**config.mk**
```make
export PLATFORM = sky130hd
export DESIGN_NAME = uart_receiver
export DESIGN_NICKNAME = d
export VERILOG_FILES = /design/src/rtl/uart_receiver.sv
export SDC_FILE = /design/constraint.sdc
export NUM_CORES = 1
export LEC_CHECK = 0
export BUFFER_PORTS_ARGS = -buffer_cell sky130_fd_sc_hd__buf_2
export CAP_MARGIN = 15
export CORE_UTILIZATION = 56
export DETAILED_ROUTE_END_ITERATION = 10
export PLACE_DENSITY_LB_ADDON = 0.1
export SLEW_MARGIN = 30
export SYNTH_ARGS = -nofsm -noshare
export SYNTH_HDL_FRONTEND = slang
export SYNTH_SLANG_ARGS = --single-unit
```
**constraint.sdc**
```tcl
create_clock -name clk -period 2.7 [get_ports clk]
set_clock_uncertainty 0.2 [all_clocks]
set_input_delay 0.27 -clock clk [delete_from_list [all_inputs] [get_ports clk]]
set_output_delay 0.27 -clock clk [all_outputs]
set_load 0.05 [all_outputs]
```
**src/rtl/uart_receiver.sv**
```systemverilog
// UART receive path: 8N1 frames sampled on a 16x (OVS) oversampling tick.
// Recovers one byte per frame, holds it with a sticky ready flag until the
// host clears it, and reports framing errors and overruns.
module uart_receiver #(
   parameter int OVS = 16
) (
   input  logic       clk,
   input  logic       reset,
   input  logic       rx,
   input  logic       enb,
   input  logic       rdy_clr,
   output logic [7:0] data_out,
   output logic       rdy,
   output logic       frame_err,
   output logic       overrun,
   output logic       busy
);

   localparam int CW = $clog2(OVS);
   localparam logic [CW-1:0] HALF_M1 = CW'(OVS / 2 - 1);
   localparam logic [CW-1:0] FULL_M1 = CW'(OVS - 1);
   localparam logic [CW-1:0] CNT_ONE = CW'(1);

   typedef enum logic [1:0] {
      IDLE  = 2'd0,
      START = 2'd1,
      DATA  = 2'd2,
      STOP  = 2'd3
   } state_t;

   logic          rx_meta;
   logic          rx_s;
   state_t        state,     state_n;
   logic [CW-1:0] cnt,       cnt_n;
   logic [2:0]    idx,       idx_n;
   logic [7:0]    shreg,     shreg_n;
   logic [7:0]    data_n;
   logic          rdy_n;
   logic          frame_err_n;
   logic          overrun_n;
   logic          busy_n;

   // Two-flop synchronizer for the asynchronous serial line; idles high.
   always_ff @(posedge clk or posedge reset) begin
      if (reset) begin
         rx_meta <= 1'b1;
         rx_s    <= 1'b1;
      end else begin
         rx_meta <= rx;
         rx_s    <= rx_meta;
      end
   end

   // Next-state and output decode; everything advances only on an enb tick
   // except the host clear, which acts on any cycle.
   always_comb begin
      state_n     = state;
      cnt_n       = cnt;
      idx_n       = idx;
      shreg_n     = shreg;
      data_n      = data_out;
      frame_err_n = frame_err;
      rdy_n       = rdy;
      overrun_n   = overrun;

      if (rdy_clr) begin
         rdy_n     = 1'b0;
         overrun_n = 1'b0;
      end else begin
         rdy_n     = rdy;
         overrun_n = overrun;
      end

      if (enb) begin
         case (state)
            IDLE: begin
               if (!rx_s) begin
                  state_n = START;
                  cnt_n   = '0;
               end else begin
                  state_n = IDLE;
               end
            end
            START: begin
               if (cnt == HALF_M1) begin
                  // Mid start bit: a high line here means it was a glitch.
                  if (!rx_s) begin
                     state_n = DATA;
                     cnt_n   = '0;
                     idx_n   = 3'd0;
                  end else begin
                     state_n = IDLE;
                     cnt_n   = '0;
                  end
               end else begin
                  cnt_n = cnt + CNT_ONE;
               end
            end
            DATA: begin
               if (cnt == FULL_M1) begin
                  // LSB arrives first, so shift in from the top.
                  shreg_n = {rx_s, shreg[7:1]};
                  cnt_n   = '0;
                  if (idx == 3'd7) begin
                     state_n = STOP;
                     idx_n   = 3'd0;
                  end else begin
                     idx_n = idx + 3'd1;
                  end
               end else begin
                  cnt_n = cnt + CNT_ONE;
               end
            end
            STOP: begin
               if (cnt == FULL_M1) begin
                  state_n = IDLE;
                  cnt_n   = '0;
                  if (rx_s) begin
                     // Completion takes priority over a same-cycle clear.
                     data_n      = shreg;
                     frame_err_n = 1'b0;
                     rdy_n       = 1'b1;
                     if (rdy_clr) begin
                        overrun_n = 1'b0;
                     end else if (rdy) begin
                        overrun_n = 1'b1;
                     end else begin
                        overrun_n = overrun;
                     end
                  end else begin
                     frame_err_n = 1'b1;
                  end
               end else begin
                  cnt_n = cnt + CNT_ONE;
               end
            end
            default: begin
               state_n = IDLE;
               cnt_n   = '0;
               idx_n   = 3'd0;
            end
         endcase
      end else begin
         state_n = state;
      end

      busy_n = (state_n != IDLE);
   end

   // State, datapath and registered outputs.
   always_ff @(posedge clk or posedge reset) begin
      if (reset) begin
         state     <= IDLE;
         cnt       <= '0;
         idx       <= 3'd0;
         shreg     <= 8'h00;
         data_out  <= 8'h00;
         rdy       <= 1'b0;
         frame_err <= 1'b0;
         overrun   <= 1'b0;
         busy      <= 1'b0;
      end else begin
         state     <= state_n;
         cnt       <= cnt_n;
         idx       <= idx_n;
         shreg     <= shreg_n;
         data_out  <= data_n;
         rdy       <= rdy_n;
         frame_err <= frame_err_n;
         overrun   <= overrun_n;
         busy      <= busy_n;
      end
   end

endmodule

```
==> results.yml <==
worst_setup_path:
  r2r-start: "cnt[0]$_DFFE_PP0P_"
  cp_max_fo: 8
  crit_slowest_cell: "nor3_4"
  path_delay_family: "simple AND/OR/NAND/NOR gates"
  start_kind: "flip-flop"
  crit_chain: "ha_1 -> nand3_1 -> nor3_4 -> mux2_2"
  cpPeakStageDelay_ns: 0.44
  crit_start: "cnt[0]$_DFFE_PP0P_"
  critPathCaptureType: "flip-flop"
  r2r_slack_ns: 0.61
  crit_required_ns: 2.70
  crit_arrival_ns: 2.09
  worstReg2RegEnd: "shreg[7]$_DFFE_PP0P_"
  path_class: "reg2reg"
  crit_buf_inv: 0
  r2r_cells: 4
pwr:
  p_sw_mw: 0.376
  p_sw_frac: 0.342
  p_int_mw: 0.721
  peakVddDrop_mv: 0.428
  power_frac_clock: 0.230
  combPwrFrac: 0.216
  seq_power_share: 0.554
  leakage_nw: 0.815
  p_per_area_nw_per_um2: 677
  power_mw: 1.10
synthesis:
  syn_area_um2: 1440
  synth_fp_nets: 119
  seq_area_frac_synth: 0.539
  synth_warnings: 0
  yosysUniqueCellTypes: 40
  synth_cells: 111
  synth_seq_cells: 31
  avgSynthCellArea_um2: 13.0
global_routing:
  grt_pass1_vias: 862
  antenna_found_initial: 0
  grt_first_pass_wirelength_um: 3910
  grt_overflow_total: 0
  grt_util_all_layers: 0.209
  grt_start_max_net_pins: 32
clock_tree:
  clock_latency_ns: 0.32
  cts.htree.levels: 2
  clockRootBuffer: "clkbuf_4"
  cts_tree: "built"
  cts_buffer_depth: 2
  clkTransAtPathRegs_ns: 0.10
  cts_resized: 0
  cts_sinks: 31
  numCtsBuffers: 5
layout:
  post-route-util: 0.660
  layout.nets: 141
  fillers: 205
  regArea_um2: 778
  insertedDiodeCount: 0
  drive_above_1_share: 0.351
  multi_input_area_um2: 617
  syn_to_final_growth_pct: 12.1
routing:
  viasPerCell: 5.60
  drt_iter0_drc: 16
  drc_errors: 0
  firstDrtPassIters: 4
  ant_nets: 0
  totalWireLength_um: 2380
  routedWlPerCell_um: 14.5
  vias: 918
run_status:
  status: "finished clean"
timing:
  whs_ns: 0.124
  rsz0062_at_grt: "no"
  hold_viol: 0
  slew_headroom: 0.696
  period_needed_ns: 2.09
  final_max_slew_viol_count: 0
  clock.fmax_mhz: 479
  finalSetupViolCount: 0
  fin_setup_tns_ns: 0
  finalCritPeriodShare: 0.774
  worst_pin_slew_ns: 0.456
floorplanning:
  core_area_um2: 2450
  die_h_um: 52.8
  die-area_um2: 2790
  rows: 18
  start_util: 0.588
  ioPinCount: 17
  die_width_um: 52.8
placement:
  io_buffers: 16
  place_hpwl_um: 1620
  place_congestion: 0.799
hold_path:
  hold_path_end: "cnt[2]$_DFFE_PP0P_"
  hp-class: "in2reg"
  hold-path-cell-count: 3
  worstHoldStart: "enb"
job:
  drv_cap: 0
power groups by stage:
stage                     combinational [mW]  clock (mW)  sequential (mW)
final                                  0.237       0.252            0.607
after floorplan                        0.237           0            0.576
after detailed placement               0.235           0            0.615
after global routing                   0.263       0.282            0.621
after global placement                 0.228           0            0.612
after CTS                              0.241       0.260            0.606
through the flow:
step	setup WS [ns]	instances	cell area, um2
after floorplan	0.839	111	1440
after global placement	0.636	153	1540
after detailed placement	0.625	153	1540
after CTS	0.586	164	1620
after global routing	0.475	164	1620
final	0.610	164	1620
worst register-to-register path, delay by kind of cell, from the launching register on:
kind,cells,cell delay (ns)
DFF,1,0.42
adders and majority gates,1,0.28
and+or+nand+nor,2,0.68
muxes,1,0.39
cell type report:
type | instances | area share
repair buffers | 20 | 0.0726
inverters | 5 | 0.0116
multi-input cells | 70 | 0.381
flip-flops and latches | 31 | 0.481
clock buffers | 7 | 0.0278
clock inverters | 1 | 0.00309
well taps | 30 | 0.0232
registers in the layout (all words and copies together) (netlist names):
signal     flops
data_out       8
shreg          8
cnt            4
idx            3
state          2
busy           1
frame_err      1
overrun        1
rdy            1
rx_meta        1
rx_s           1
cell families (layout without fill, tap and decap cells):
group	count (synthesis)	in the layout	synth area share
DFF	31	31	0.539
and+or+nand+nor	28	28	0.133
muxes	22	22	0.171
AOI/OAI and AO/OA	16	16	0.0910
buffers and inverters	10	33	0.0338
adders and majority gates	3	3	0.0260
xor gates and xnor gates	1	1	0.00607
how the worst max path moves through the flow:
stage	end	slack, ns	cells past startpoint
2_1_floorplan	shreg[0]$_DFFE_PP0P_	0.84	4
3_3_place_gp	shreg[6]$_DFFE_PP0P_	0.64	4
3_5_place_dp	shreg[0]$_DFFE_PP0P_	0.62	4
4_1_cts	shreg[7]$_DFFE_PP0P_	0.59	4
5_1_grt	shreg[5]$_DFFE_PP0P_	0.48	4
6_report	shreg[7]$_DFFE_PP0P_	0.61	4
routing by layer:
layer	routed length, um	global-route usage
met2	1120	0.327
met1	1140	0.267
met3	77	0.0609
met4	37	0.0921
met5	0	0
what timing repair did:
action	in CTS	in global routing
setup endpoints to repair	0	0
setup buffers	0	0
hold buffers	3	0
hold endpoints to repair	32	0
placed cells by master, fill, tap and decap left out, types with 2 or more instances in the layout:
master / instances
nand2_1: 3
nor3b_1: 2
nor2_1: 4
clkbuf_4: 5
ha_1: 3
mux2_2: 18
o2111ai_1: 2
and2_1: 2
mux2_1: 3
and3b_1: 3
dlygate4sd3_1: 3
nand3_1: 4
o211ai_1: 2
clkbuf_1: 2
dfstp_2: 2
buf_2: 16
inv_1: 5
dfrtp_1: 29
o21ai_0: 2
synthesized netlist by cell type:
| cell type | n | share of area |
|---|---|---|
| dfrtp_1 | 29 | 0.50 |
| mux2_2 | 18 | 0.14 |
| inv_1 | 5 | 0.013 |
| nand3_1 | 4 | 0.014 |
| nor2_1 | 4 | 0.010 |
| and3b_1 | 3 | 0.018 |
| buf_2 | 3 | 0.010 |
| ha_1 | 3 | 0.026 |
| mux2_1 | 3 | 0.023 |
| nand2_1 | 3 | 0.0078 |
| and2_1 | 2 | 0.0087 |
| dfstp_2 | 2 | 0.036 |
| nor3b_1 | 2 | 0.010 |
| o2111ai_1 | 2 | 0.012 |
| o211ai_1 | 2 | 0.010 |
| o21ai_0 | 2 | 0.0069 |
| a21boi_0 | 1 | 0.0052 |
| a21oi_1 | 1 | 0.0035 |
| a21oi_4 | 1 | 0.011 |
| a221oi_1 | 1 | 0.0061 |
| a222oi_1 | 1 | 0.0069 |
| a22o_1 | 1 | 0.0061 |
| a41oi_1 | 1 | 0.0061 |
| and3_1 | 1 | 0.0043 |
| and4_1 | 1 | 0.0061 |
| and4b_1 | 1 | 0.0069 |
| buf_6 | 1 | 0.0078 |
| clkbuf_1 | 1 | 0.0026 |
| mux2i_1 | 1 | 0.0069 |
| nand2b_1 | 1 | 0.0043 |
| nand3b_1 | 1 | 0.0052 |
| nand4_2 | 1 | 0.0087 |
| nor2b_1 | 1 | 0.0043 |
| nor3_1 | 1 | 0.0035 |
| nor3_4 | 1 | 0.011 |
| o21a_1 | 1 | 0.0052 |
| o2bb2ai_1 | 1 | 0.0061 |
| o31ai_1 | 1 | 0.0052 |
| or4b_4 | 1 | 0.0095 |
| xor2_1 | 1 | 0.0061 |
No activity file was read; power rests on OpenSTA's default activity.
